**src/rtl/game_pkg.sv**
```systemverilog
`default_nettype none
// ==== game_pkg -- shared game state encoding and tile-type constants (rev 1.0) ====
package game_pkg;

  typedef enum logic [1:0] {
    IDLE = 2'b00,
    PLAY = 2'b01,
    WIN  = 2'b10,
    LOSE = 2'b11
  } game_state_t;

  localparam logic [1:0] c_BACKGROUND = 2'b00;
  localparam logic [1:0] c_FLOOR      = 2'b01;
  localparam logic [1:0] c_GIFT       = 2'b10;
  localparam logic [1:0] c_HOLE       = 2'b11;

endpackage
`default_nettype wire

```
**src/rtl/frame_second_timer.sv**
```systemverilog
`default_nettype none
// ==== frame_second_timer -- frame-driven level countdown in seconds (rev 1.0) ====
module frame_second_timer #(
  parameter int FRAMES_PER_SEC = 30,
  parameter int TIME_LIMIT_SEC = 60
) (
  input  logic       clk,
  input  logic       resetN,
  input  logic       load,
  input  logic       enable,
  input  logic       startOfFrame,
  output logic [6:0] secondsLeft,
  output logic       expired
);

  localparam int             FW     = (FRAMES_PER_SEC > 1) ? $clog2(FRAMES_PER_SEC) : 1;
  localparam logic [FW-1:0]  c_LAST  = FW'(FRAMES_PER_SEC - 1);
  localparam logic [6:0]     c_LIMIT = 7'(TIME_LIMIT_SEC);

  logic [FW-1:0] r_frameCnt;
  logic [6:0]    r_secs;

  always_ff @(posedge clk or negedge resetN) begin
    if (!resetN) begin
      r_frameCnt <= '0;
      r_secs     <= c_LIMIT;
    end else if (load) begin
      r_frameCnt <= '0;
      r_secs     <= c_LIMIT;
    end else if (enable && startOfFrame) begin
      if (r_frameCnt == c_LAST) begin
        r_frameCnt <= '0;
        // Saturate: the countdown never wraps below zero
        if (r_secs != 7'd0) r_secs <= r_secs - 7'd1;
      end else begin
        r_frameCnt <= r_frameCnt + FW'(1);
      end
    end
  end

  assign secondsLeft = r_secs;
  assign expired     = (r_secs == 7'd0);

endmodule
`default_nettype wire

```
**src/rtl/game_flow_manager.sv**
```systemverilog
`default_nettype none
// ==== game_flow_manager -- level flow FSM, event latching and gift counter (rev 1.0) ====
module game_flow_manager
  import game_pkg::*;
#(
  parameter int NUM_GIFTS      = 5,
  parameter int TIME_LIMIT_SEC = 60,
  parameter int FRAMES_PER_SEC = 30
) (
  input  logic       clk,
  input  logic       resetN,
  input  logic       startOfFrame,
  input  logic       startKey,
  input  logic       Remove_Gift,
  input  logic       victory,
  input  logic       Loss,
  output logic [1:0] gameState,
  output logic [3:0] giftsLeft,
  output logic [6:0] secondsLeft,
  output logic       gift_clear,
  output logic       finishCount,
  output logic       removeGiftPulse,
  output logic       levelRestart
);

  localparam logic [3:0] c_GIFTS = 4'(NUM_GIFTS);

  game_state_t r_state, w_stateNext;
  logic        r_startPrev, w_startEdge;
  logic        r_pendGift, r_pendWin, r_pendLoss;
  logic        w_pendGift, w_pendWin, w_pendLoss;
  logic [3:0]  r_giftsLeft;
  logic        r_giftClear, r_finish, r_removePulse, r_levelRestart;
  logic        w_load, w_giftDec, w_inPlay, w_expired;

  assign w_startEdge = startKey & ~r_startPrev;
  assign w_inPlay    = (r_state == PLAY);
  // Events arriving on the boundary cycle itself are folded into that boundary
  assign w_pendGift  = w_inPlay & (r_pendGift | Remove_Gift);
  assign w_pendWin   = w_inPlay & (r_pendWin  | victory);
  assign w_pendLoss  = w_inPlay & (r_pendLoss | Loss);

  always_ff @(posedge clk or negedge resetN) begin
    if (!resetN) r_state <= IDLE;
    else         r_state <= w_stateNext;
  end

  always_comb begin
    w_stateNext = r_state;
    w_load      = 1'b0;
    w_giftDec   = 1'b0;
    case (r_state)
      IDLE: if (w_startEdge) begin
        w_stateNext = PLAY;
        w_load      = 1'b1;
      end
      PLAY: if (startOfFrame) begin
        // The hole only goes live once gift_clear is already visible
        if (w_pendLoss)                     w_stateNext = LOSE;
        else if (w_pendWin && r_giftClear)  w_stateNext = WIN;
        if (w_pendGift && (r_giftsLeft != 4'd0)) w_giftDec = 1'b1;
      end
      WIN, LOSE: if (w_startEdge) w_stateNext = IDLE;
      default: w_stateNext = IDLE;
    endcase
  end

  always_ff @(posedge clk or negedge resetN) begin
    if (!resetN) begin
      r_startPrev    <= 1'b0;
      r_pendGift     <= 1'b0;
      r_pendWin      <= 1'b0;
      r_pendLoss     <= 1'b0;
      r_giftsLeft    <= c_GIFTS;
      r_giftClear    <= 1'b0;
      r_finish       <= 1'b0;
      r_removePulse  <= 1'b0;
      r_levelRestart <= 1'b0;
    end else begin
      r_startPrev <= startKey;
      if (!w_inPlay || startOfFrame) begin
        r_pendGift <= 1'b0;
        r_pendWin  <= 1'b0;
        r_pendLoss <= 1'b0;
      end else begin
        r_pendGift <= w_pendGift;
        r_pendWin  <= w_pendWin;
        r_pendLoss <= w_pendLoss;
      end
      if (w_load)         r_giftsLeft <= c_GIFTS;
      else if (w_giftDec) r_giftsLeft <= r_giftsLeft - 4'd1;
      r_giftClear    <= ~w_load & (r_giftsLeft == 4'd0);
      r_finish       <= (w_stateNext == PLAY) & ~w_load & w_expired;
      r_removePulse  <= w_giftDec;
      r_levelRestart <= w_load;
    end
  end

  frame_second_timer #(
    .FRAMES_PER_SEC (FRAMES_PER_SEC),
    .TIME_LIMIT_SEC (TIME_LIMIT_SEC)
  ) u_timer (
    .clk          (clk),
    .resetN       (resetN),
    .load         (w_load),
    .enable       (w_inPlay),
    .startOfFrame (startOfFrame),
    .secondsLeft  (secondsLeft),
    .expired      (w_expired)
  );

  assign gameState       = r_state;
  assign giftsLeft       = r_giftsLeft;
  assign gift_clear      = r_giftClear;
  assign finishCount     = r_finish;
  assign removeGiftPulse = r_removePulse;
  assign levelRestart    = r_levelRestart;

endmodule
`default_nettype wire

```
**config.mk**
```make
export PLATFORM = sky130hd
export DESIGN_NAME = game_flow_manager
export DESIGN_NICKNAME = d
export VERILOG_FILES = /design/src/rtl/game_pkg.sv /design/src/rtl/frame_second_timer.sv /design/src/rtl/game_flow_manager.sv
export SDC_FILE = /design/constraint.sdc
export NUM_CORES = 1
export LEC_CHECK = 0
export CORE_MARGIN = 2
export CORE_UTILIZATION = 50
export CTS_CLUSTER_SIZE = 24
export DETAILED_ROUTE_END_ITERATION = 8
export GPL_TIMING_DRIVEN = 0
export HOLD_SLACK_MARGIN = 0.08
export PLACE_DENSITY = 0.81
export SYNTH_ARGS = -nofsm -noshare
export SYNTH_HDL_FRONTEND = slang
export SYNTH_SLANG_ARGS = --single-unit
```
**constraint.sdc**
```tcl
create_clock -name clk -period 2.25 [get_ports clk]
set_clock_uncertainty 0.1 [all_clocks]
set_input_delay 0.45 -clock clk [delete_from_list [all_inputs] [get_ports clk]]
set_output_delay 0.45 -clock clk [all_outputs]
set_load 0.01 [all_outputs]
```
* After elaboration in Yosys (flattened, before gate mapping)
Index checks and enable logic that the tools add are counted.
** Word-level totals
- Logic and storage cells :: 71
- Input port bits :: 7
- Register bits after elaboration :: 26
- Output and inout port bits :: 17
** Operators by class
- Equality and inequality tests :: 5
- Add/subtract/negate cells :: 3
- Bitwise logic cells :: 12
- Multiplexer cells :: 23
- Reductions and logical operators :: 16
** Operators with widths (number)
- $mux 7 :: 4
- $mux 5 :: 3
- $mux 2 :: 5
- $mux 1 :: 8
- $mux 4 :: 2
- $reduce_bool 2->1 :: 4
- $and 1x1->1 :: 7
- $logic_not 7->1 :: 1
- $reduce_bool 7->1 :: 1
- $sub 7x1->7 const B :: 1
- $pmux 2 s3 :: 1
- $add 5x1->5 const B :: 1
- $eq 5x5->1 const B :: 1
- $eq 2x1->1 const B :: 2
- $eq 2x2->1 const B :: 2
- $logic_not 4->1 :: 1
- $reduce_bool 4->1 :: 1
- $sub 4x1->4 const B :: 1
- $logic_and 1x1->1 :: 3
- $or 1x1->1 :: 3
- $reduce_and 3->1 :: 1
- $logic_not 2->1 :: 1
- $not 1->1 :: 2
- $reduce_or 2->1 :: 1
- 2 further kinds :: 2

* Longest topological paths before layout
Gate-level depths: netlist (run 1).
- Word-level depth :: 10
- Gate-level depth with buffers :: 6
- Gate-level depth less buffers :: 6

* Modules after synthesis
From an unflattened synthesis (run 1), not the netlist that was laid out.
** Unflattened totals
- Cell total of the unflattened synthesis :: 129
- Area, all modules :: 1352.5 µm²
** Modules (own cells, without submodules)
- frame_second_timer :: seq. area each 305.3 µm², area each 719.4 µm², cells each 76, times used 1
- game_flow_manager :: seq. area each 352.8 µm², area each 633.1 µm², cells each 53, times used 1

* Worst setup path before layout (run 1)
Ideal clock, no wire load.
- Path kind :: flip-flop to flip-flop
- Start point :: register u_timer.r_secs[0], in the netlist u_timer.secondsLeft[0]
- End point :: register u_timer.r_secs[6], in the netlist u_timer.secondsLeft[6]
- Required time :: 2.024 ns
- Clock period less this slack :: 1.865 ns
- Arrival :: 1.639 ns
- Stages on the path, launching flop included :: 6
- Slack :: 0.385 ns
- Setup time :: 0.126 ns
- Buffers on the path :: 0
- Cell sequence :: dfrtp_1 inv_1 ha_1 or3b_1 or3_1 o311a_1
** On the way
- Longest elaborated chain between the ends :: 5
- Elaborated cells between the ends (all ways) :: 8
- Classes of those cells :: add/sub: 1; mux: 4; reduce/logical: 3
** RTL lines
- start: declaration :: line frame_second_timer.sv:21 : logic [6:0] r_secs;
- start signal: assignment :: line frame_second_timer.sv:26 : r_secs <= c_LIMIT;
- start signal: assignment :: line frame_second_timer.sv:29 : r_secs <= c_LIMIT;
- start signal: assignment :: line frame_second_timer.sv:34 : if (r_secs != 7'd0) r_secs <= r_secs - 7'd1;
- $sub 7x1->7 :: line frame_second_timer.sv:34
- $mux 7 :: line frame_second_timer.sv:34
- $mux 7 :: line frame_second_timer.sv:31 : if (r_frameCnt == c_LAST) begin
- $mux 7 :: line frame_second_timer.sv:30 : end else if (enable && startOfFrame) begin
- $mux 7 :: line frame_second_timer.sv:27 : end else if (load) begin
Several ways; a longest one is shown, not always the timed one. The select of a mux whose other input is x is not followed.
A chain may end at the register's enable or synchronous reset.

* Worst setup path in the final report (run 1)
- Start point :: register u_timer.r_secs[4], in the netlist u_timer.secondsLeft[4]
- End point :: output secondsLeft[4]
** RTL lines
- end: declaration :: line game_flow_manager.sv:19 : output logic [6:0] secondsLeft,
No word-level cell between the ends.

==> results of run 1 <==
[state kept, by name, summed over array words and instances (netlist names)]
signal and flops:
u_timer.secondsLeft 7, levelRestart 1, finishCount 1, r_pendLoss 1
r_pendGift 1, r_pendWin 1, r_startPrev 1, giftsLeft 4
u_timer.r_frameCnt 5, gift_clear 1, removeGiftPulse 1, gameState 2
[layout by cell type (no fill, tap or decap), types with 2 or more instances in the layout]
cell type,count
dfstp_2,6
clkbuf_1,3
a21oi_1,3
clkbuf_4,3
o21ai_1,3
xnor2_1,3
nand2_1,8
ha_1,4
clkdlybuf4s50_1,23
o21ai_0,4
nand3_1,3
or3_1,2
nor2_1,13
and3_1,2
nor3_1,5
a211oi_1,3
a31oi_1,2
inv_1,8
dfrtp_1,20
[logic make-up (layout without fill, tap and decap cells)]
family | count (synthesis) | count (layout) | synth area share
flip-flops | 26 | 26 | 0.531
AND/OR/NAND/NOR | 45 | 45 | 0.205
multiplexers | 2 | 2 | 0.0172
adder cells (fa/ha/maj) | 4 | 4 | 0.0404
buffers and inverters | 11 | 38 | 0.0333
AO/OA/AOI/OAI | 25 | 25 | 0.152
XOR/XNOR | 3 | 3 | 0.0212
[final timing paths]
check,cells after the start,endpoint,slack (ps)
worst max-delay path,1,secondsLeft[4],230
worst min-delay path,1,u_timer.r_frameCnt[4],410
worst max register to register,6,u_timer.secondsLeft[1],330
worst min register to register,1,u_timer.r_frameCnt[4],410
max in group asynchronous,1,u_timer.secondsLeft[1],770
min in group asynchronous,1,giftsLeft[3],620
[routing by layer]
metal | track usage | part of all wire | vias up | routed length (um)
li1 | - | - | 472 | -
met1 | 0.239 | 0.46 | 455 | 1060
met3 | 0.0333 | 0.057 | 7 | 133
met2 | 0.283 | 0.46 | 25 | 1070
met4 | 0.0897 | 0.025 | 0 | 57
met5 | 0 | 0 | - | 0
[synthesized netlist by cell type (all sizes together) (3+ instances only)]
| cell type | n |
|---|---|
| a211oi | 5 |
| a21oi | 3 |
| and3 | 3 |
| dfrtp | 20 |
| dfstp | 6 |
| ha | 4 |
| inv | 9 |
| nand2 | 8 |
| nand3 | 3 |
| nor2 | 13 |
| nor3 | 6 |
| o21ai | 7 |
| xnor2 | 3 |
[cell type report]
type / instances / area (um^2) / area share
buffer: 2 / 7.51 / 0.00490
clock buffer: 4 / 26.3 / 0.0171
inverter: 9 / 33.8 / 0.0220
multi-input combinational: 79 / 539 / 0.352
sequential: 26 / 658 / 0.429
tap: 30 / 37.5 / 0.0245
timing repair buffer: 23 / 230 / 0.150
[power by group through the flow]
stage	combinational, uW	clock [uW]	sequential [uW]
floorplan	232	0	676
global placement	417	0	659
detailed placement	433	0	667
CTS	435	212	657
global route	473	229	672
finish	430	201	659
[through the flow]
step | power (uW) | instances | util | setup WS, ps | setup TNS (ps)
finish | 1290 | 173 | 0.636 | 228 | 0
global route | 1370 | 173 | 0.636 | 156 | 0
CTS | 1310 | 173 | 0.636 | 208 | 0
detailed placement | 1100 | 169 | 0.625 | -48.0 | -166
global placement | 1080 | 169 | 0.625 | -7.72 | -7.72
floorplan | 908 | 116 | - | 385 | 0
==> results.ini, run 1 <==
[critical_path]
path_delay_family=flip-flops
crit_required_ps=1700
cp_num_buf_inv=1
max_stage_delay_ps=600
worst-path-max-fanout=5
slowest_stage=dfstp_2
path_class=reg -> out
crit_chain=clkdlybuf4s50_1
start_kind=flop
crit_path_end_kind=primary output
startpoint=u_timer.secondsLeft[4]
r2r_start=u_timer.r_frameCnt[1]
arrival_ps=1470

[grt]
grt_use_total=0.180
antenna_found_initial=0
overflow=0
grt_start_max_net_pins=27
grt_pass1_vias=850
grt_pass1_wl_um=3650

[sta]
period_minus_slack_ps=2020
rsz0062_at_grt=no
fin_hold_ws_ps=414
setup-violations-final=0
hold_viol_final=0
tightestPinTransition_ps=1120
slew_viol_final=0
fmax_mhz=495
slew_headroom=0.252
timing.final.crit_share=0.898

[floorplan]
rows=18
fp.dieW_um=53.8
dieArea_mm2=0.00289
coreArea_mm2=0.00241
die_y_um=53.8
initial_core_util=0.514
io_pins=24

[synth]
yosysUniqueCellTypes=42
yosysSeqAreaShare=0.531
ys.flop_type=dfrtp_1
ys_ff_latch=26
postSynthAreaPerCell_um2=10.7
netlist_top_cells_area=dfrtp_1 (40%), dfstp_2 (13%), ha_1 (4.0%)
syn_area_mm2=0.00124
synth_top_area_share=0.404
yosysTopAreaCell=dfrtp_1
syn_inst=116
synthArstFlopShare=1.00
yosys_warnings=0
syn-num-nets=127
synth-edff-count=0

[route]
wire_per_inst_um=13.4
post-route-drc-count=0
drtIter0Drc=16
vias_per_cell=5.54
antenna_left=0
firstDrtPassIters=4
totalWireLength_um=2320
vias=959

[place]
port_buffers=23
place_area_mm2=0.00151
place_congestion=0.736
dp_hpwl_um=1740

[run_status]
status=complete, no violations

[layout]
drive_gt1_frac=0.133
n_antenna_cell=0
num-nets-final=155
fin_area_mm2=0.00153
num-fill-cells=208
area_growth_pct=23.7

[cts]
cts.sink_count=26
clock_latency_ps=320
path_clk_slew_ps=130
cts_setup_buffers=0
root_buffer=clkbuf_4
cts_hold_buf=0
htreeDepth=1
cts_resized=0
cts_buffers=3
cts_tree=done
clk_path_buf_depth=2

[power_and_ir_drop]
p_switching_uw=438
p_comb_frac=0.334
clkPwrFrac=0.156
sw_frac_of_total=0.339
p_leak_uw=0.000672
power_density_mw_per_mm2=842
peakVddDrop_v=0.000475
p_seq_frac=0.511
power.internal_uw=852

[worst_hold_path]
hold_start=u_timer.r_frameCnt[4]
hold_path.class=reg -> reg

[job]
maxCapViolations=0

Power figures use the tool's default switching activity.
==> run 2, diff against run 1 <==
--- a/config.mk
+++ b/config.mk
@@ -5,6 +5,7 @@
 export SDC_FILE = /design/constraint.sdc
 export NUM_CORES = 1
 export LEC_CHECK = 0
+export ABC_CLOCK_PERIOD_IN_PS = 2250
 export CORE_MARGIN = 2
 export CORE_UTILIZATION = 50
 export CTS_CLUSTER_SIZE = 24
==> constraint.sdc (replaced) <==
create_clock -name clk -period 2.25 [get_ports clk]
set_clock_uncertainty 0.1 [all_clocks]
set_input_delay 0.45 -clock clk [delete_from_list [all_inputs] [get_ports clk]]
set_output_delay 0.45 -clock clk [all_outputs]
set_load 0.02 [all_outputs]
==> results of run 2 <==
The final DEF is identical to that of run 1. Status: complete, no violations.
Among the figures that moved: setup slack after layout 228 ps -> 161 ps; total power 1290 uW -> 1330 uW; worst IR drop on VDD 0.000475 V -> 0.000481 V
==> run 3, diff against run 2 <==
--- a/config.mk
+++ b/config.mk
@@ -7,12 +7,12 @@
 export LEC_CHECK = 0
 export ABC_CLOCK_PERIOD_IN_PS = 2250
 export CORE_MARGIN = 2
-export CORE_UTILIZATION = 50
+export CORE_UTILIZATION = 46
 export CTS_CLUSTER_SIZE = 24
 export DETAILED_ROUTE_END_ITERATION = 8
 export GPL_TIMING_DRIVEN = 0
 export HOLD_SLACK_MARGIN = 0.08
-export PLACE_DENSITY = 0.81
+export PLACE_DENSITY = 0.76
 export SYNTH_ARGS = -nofsm -noshare
 export SYNTH_HDL_FRONTEND = slang
 export SYNTH_SLANG_ARGS = --single-unit
==> results.ini, run 3 (synthesis gave the netlist of run 1 again) <==
[run_status]
status=complete, no violations

[cts]
root_buffer=clkbuf_4
path_clk_slew_ps=160
cts.sink_count=26
cts_resized=0
cts_tree=done
cts_hold_buf=0
clk_path_buf_depth=2
clock_latency_ps=330
htreeDepth=1
cts_setup_buffers=0
cts_buffers=3

[layout]
area_growth_pct=25.9
largest_register_ffs=7
final_cells=173
multiInputGateArea_um2=539
most-common-layout-cells=clkdlybuf4s50_1 (23), dfrtp_1 (20), nor2_1 (13), inv_1 (8), nand2_1 (8)
drive_gt1_frac=0.140
n_antenna_cell=0
layout_commonest_cell=clkdlybuf4s50_1
regArea_um2=658
num-fill-cells=231
num-nets-final=155
final_util=0.618

[floorplan]
fp.dieW_um=55.9
die_y_um=55.9
dieArea_mm2=0.00312
initial_core_util=0.491
coreArea_mm2=0.00252
io_pins=24
rows=18

[grt]
grt_pass1_wl_um=4620
overflow=0
grt_pass1_vias=1007
grt_start_max_net_pins=27
grt_use_total=0.187
antenna_found_initial=0

[sta]
tightestPinTransition_ps=1130
rsz0062_at_grt=no
slew_headroom=0.244
period_minus_slack_ps=2130
fmax_mhz=470
fin_hold_ws_ps=417
setup-violations-final=0
hold_viol_final=0
slew_viol_final=0
tns_ps=0
timing.final.crit_share=0.946

[power_and_ir_drop]
power_density_mw_per_mm2=933
peakVddDrop_v=0.000772
p_leak_uw=0.000685

[critical_path]
crit_path_end_kind=primary output
max_stage_delay_ps=620
start_kind=flop
slowest_stage=dfstp_2
worst-path-max-fanout=7
path_delay_family=flip-flops
crit_required_ps=1700
path_class=reg -> out
crit_chain=clkdlybuf4s50_1
arrival_ps=1580
cp_num_buf_inv=1

[route]
post-route-drc-count=0
drtIter0Drc=12
totalWireLength_um=2550
antenna_left=0
wire_per_inst_um=14.7
vias_per_cell=5.76
firstDrtPassIters=4
vias=997

[place]
dp_hpwl_um=1880
port_buffers=23
place_inst=169
place_congestion=0.750

[job]
maxCapViolations=0

[worst_hold_path]
hold_path.class=reg -> reg

[run 3: cell count changes in the layout (fill, tap and decap cells not counted)]
cell,change
bufinv_16,+1
clkbuf_1,-1
[run 3: per-stage QoR]
| stage | worst slack (ps) | area (um^2) | power (uW) |
|---|---|---|---|
| 2_1_floorplan | 334 | 1240 | 948 |
| 3_3_place_gp | -0.582 | 1510 | 1120 |
| 3_5_place_dp | -26.0 | 1510 | 1140 |
| 4_1_cts | 116 | 1560 | 1460 |
| 5_1_grt | 58.7 | 1560 | 1550 |
| 6_report | 122 | 1560 | 1450 |
[run 3: final timing paths]
kind                                     endpoint  cells past startpoint                   start  slack (ps)
max in group asynchronous   u_timer.r_frameCnt[1]                      1                  resetN         750
min                                  giftsLeft[3]                      1            giftsLeft[3]         420
max reg2reg                u_timer.secondsLeft[1]                      6   u_timer.r_frameCnt[1]         300
min reg2reg                          giftsLeft[3]                      1            giftsLeft[3]         420
max                                secondsLeft[2]                      1  u_timer.secondsLeft[2]         120
min in group asynchronous  u_timer.secondsLeft[6]                      1                  resetN         610
[run 3: layout make-up]
class / count / area share
plain buffers: 2 / 0.00482
clock buffers: 3 / 0.0144
clock inverters: 1 / 0.0193
inverters: 9 / 0.0217
multi-input cells: 79 / 0.346
flip-flops and latches: 26 / 0.422
well taps: 30 / 0.0241
repair buffers: 23 / 0.148
[run 3: power by group]
group	total [uW]	internal (uW)	switching, uW
logic	470	219	251
clock network	323	180	143
registers	662	563	98.1
[run 3: layer usage]
layer	global-route usage	vias up	wire length [um]
met1	0.235	493	1120
met3	0.0326	4	127
met2	0.321	32	1260
li1	-	468	-
met4	0.0714	0	41
met5	0	-	0
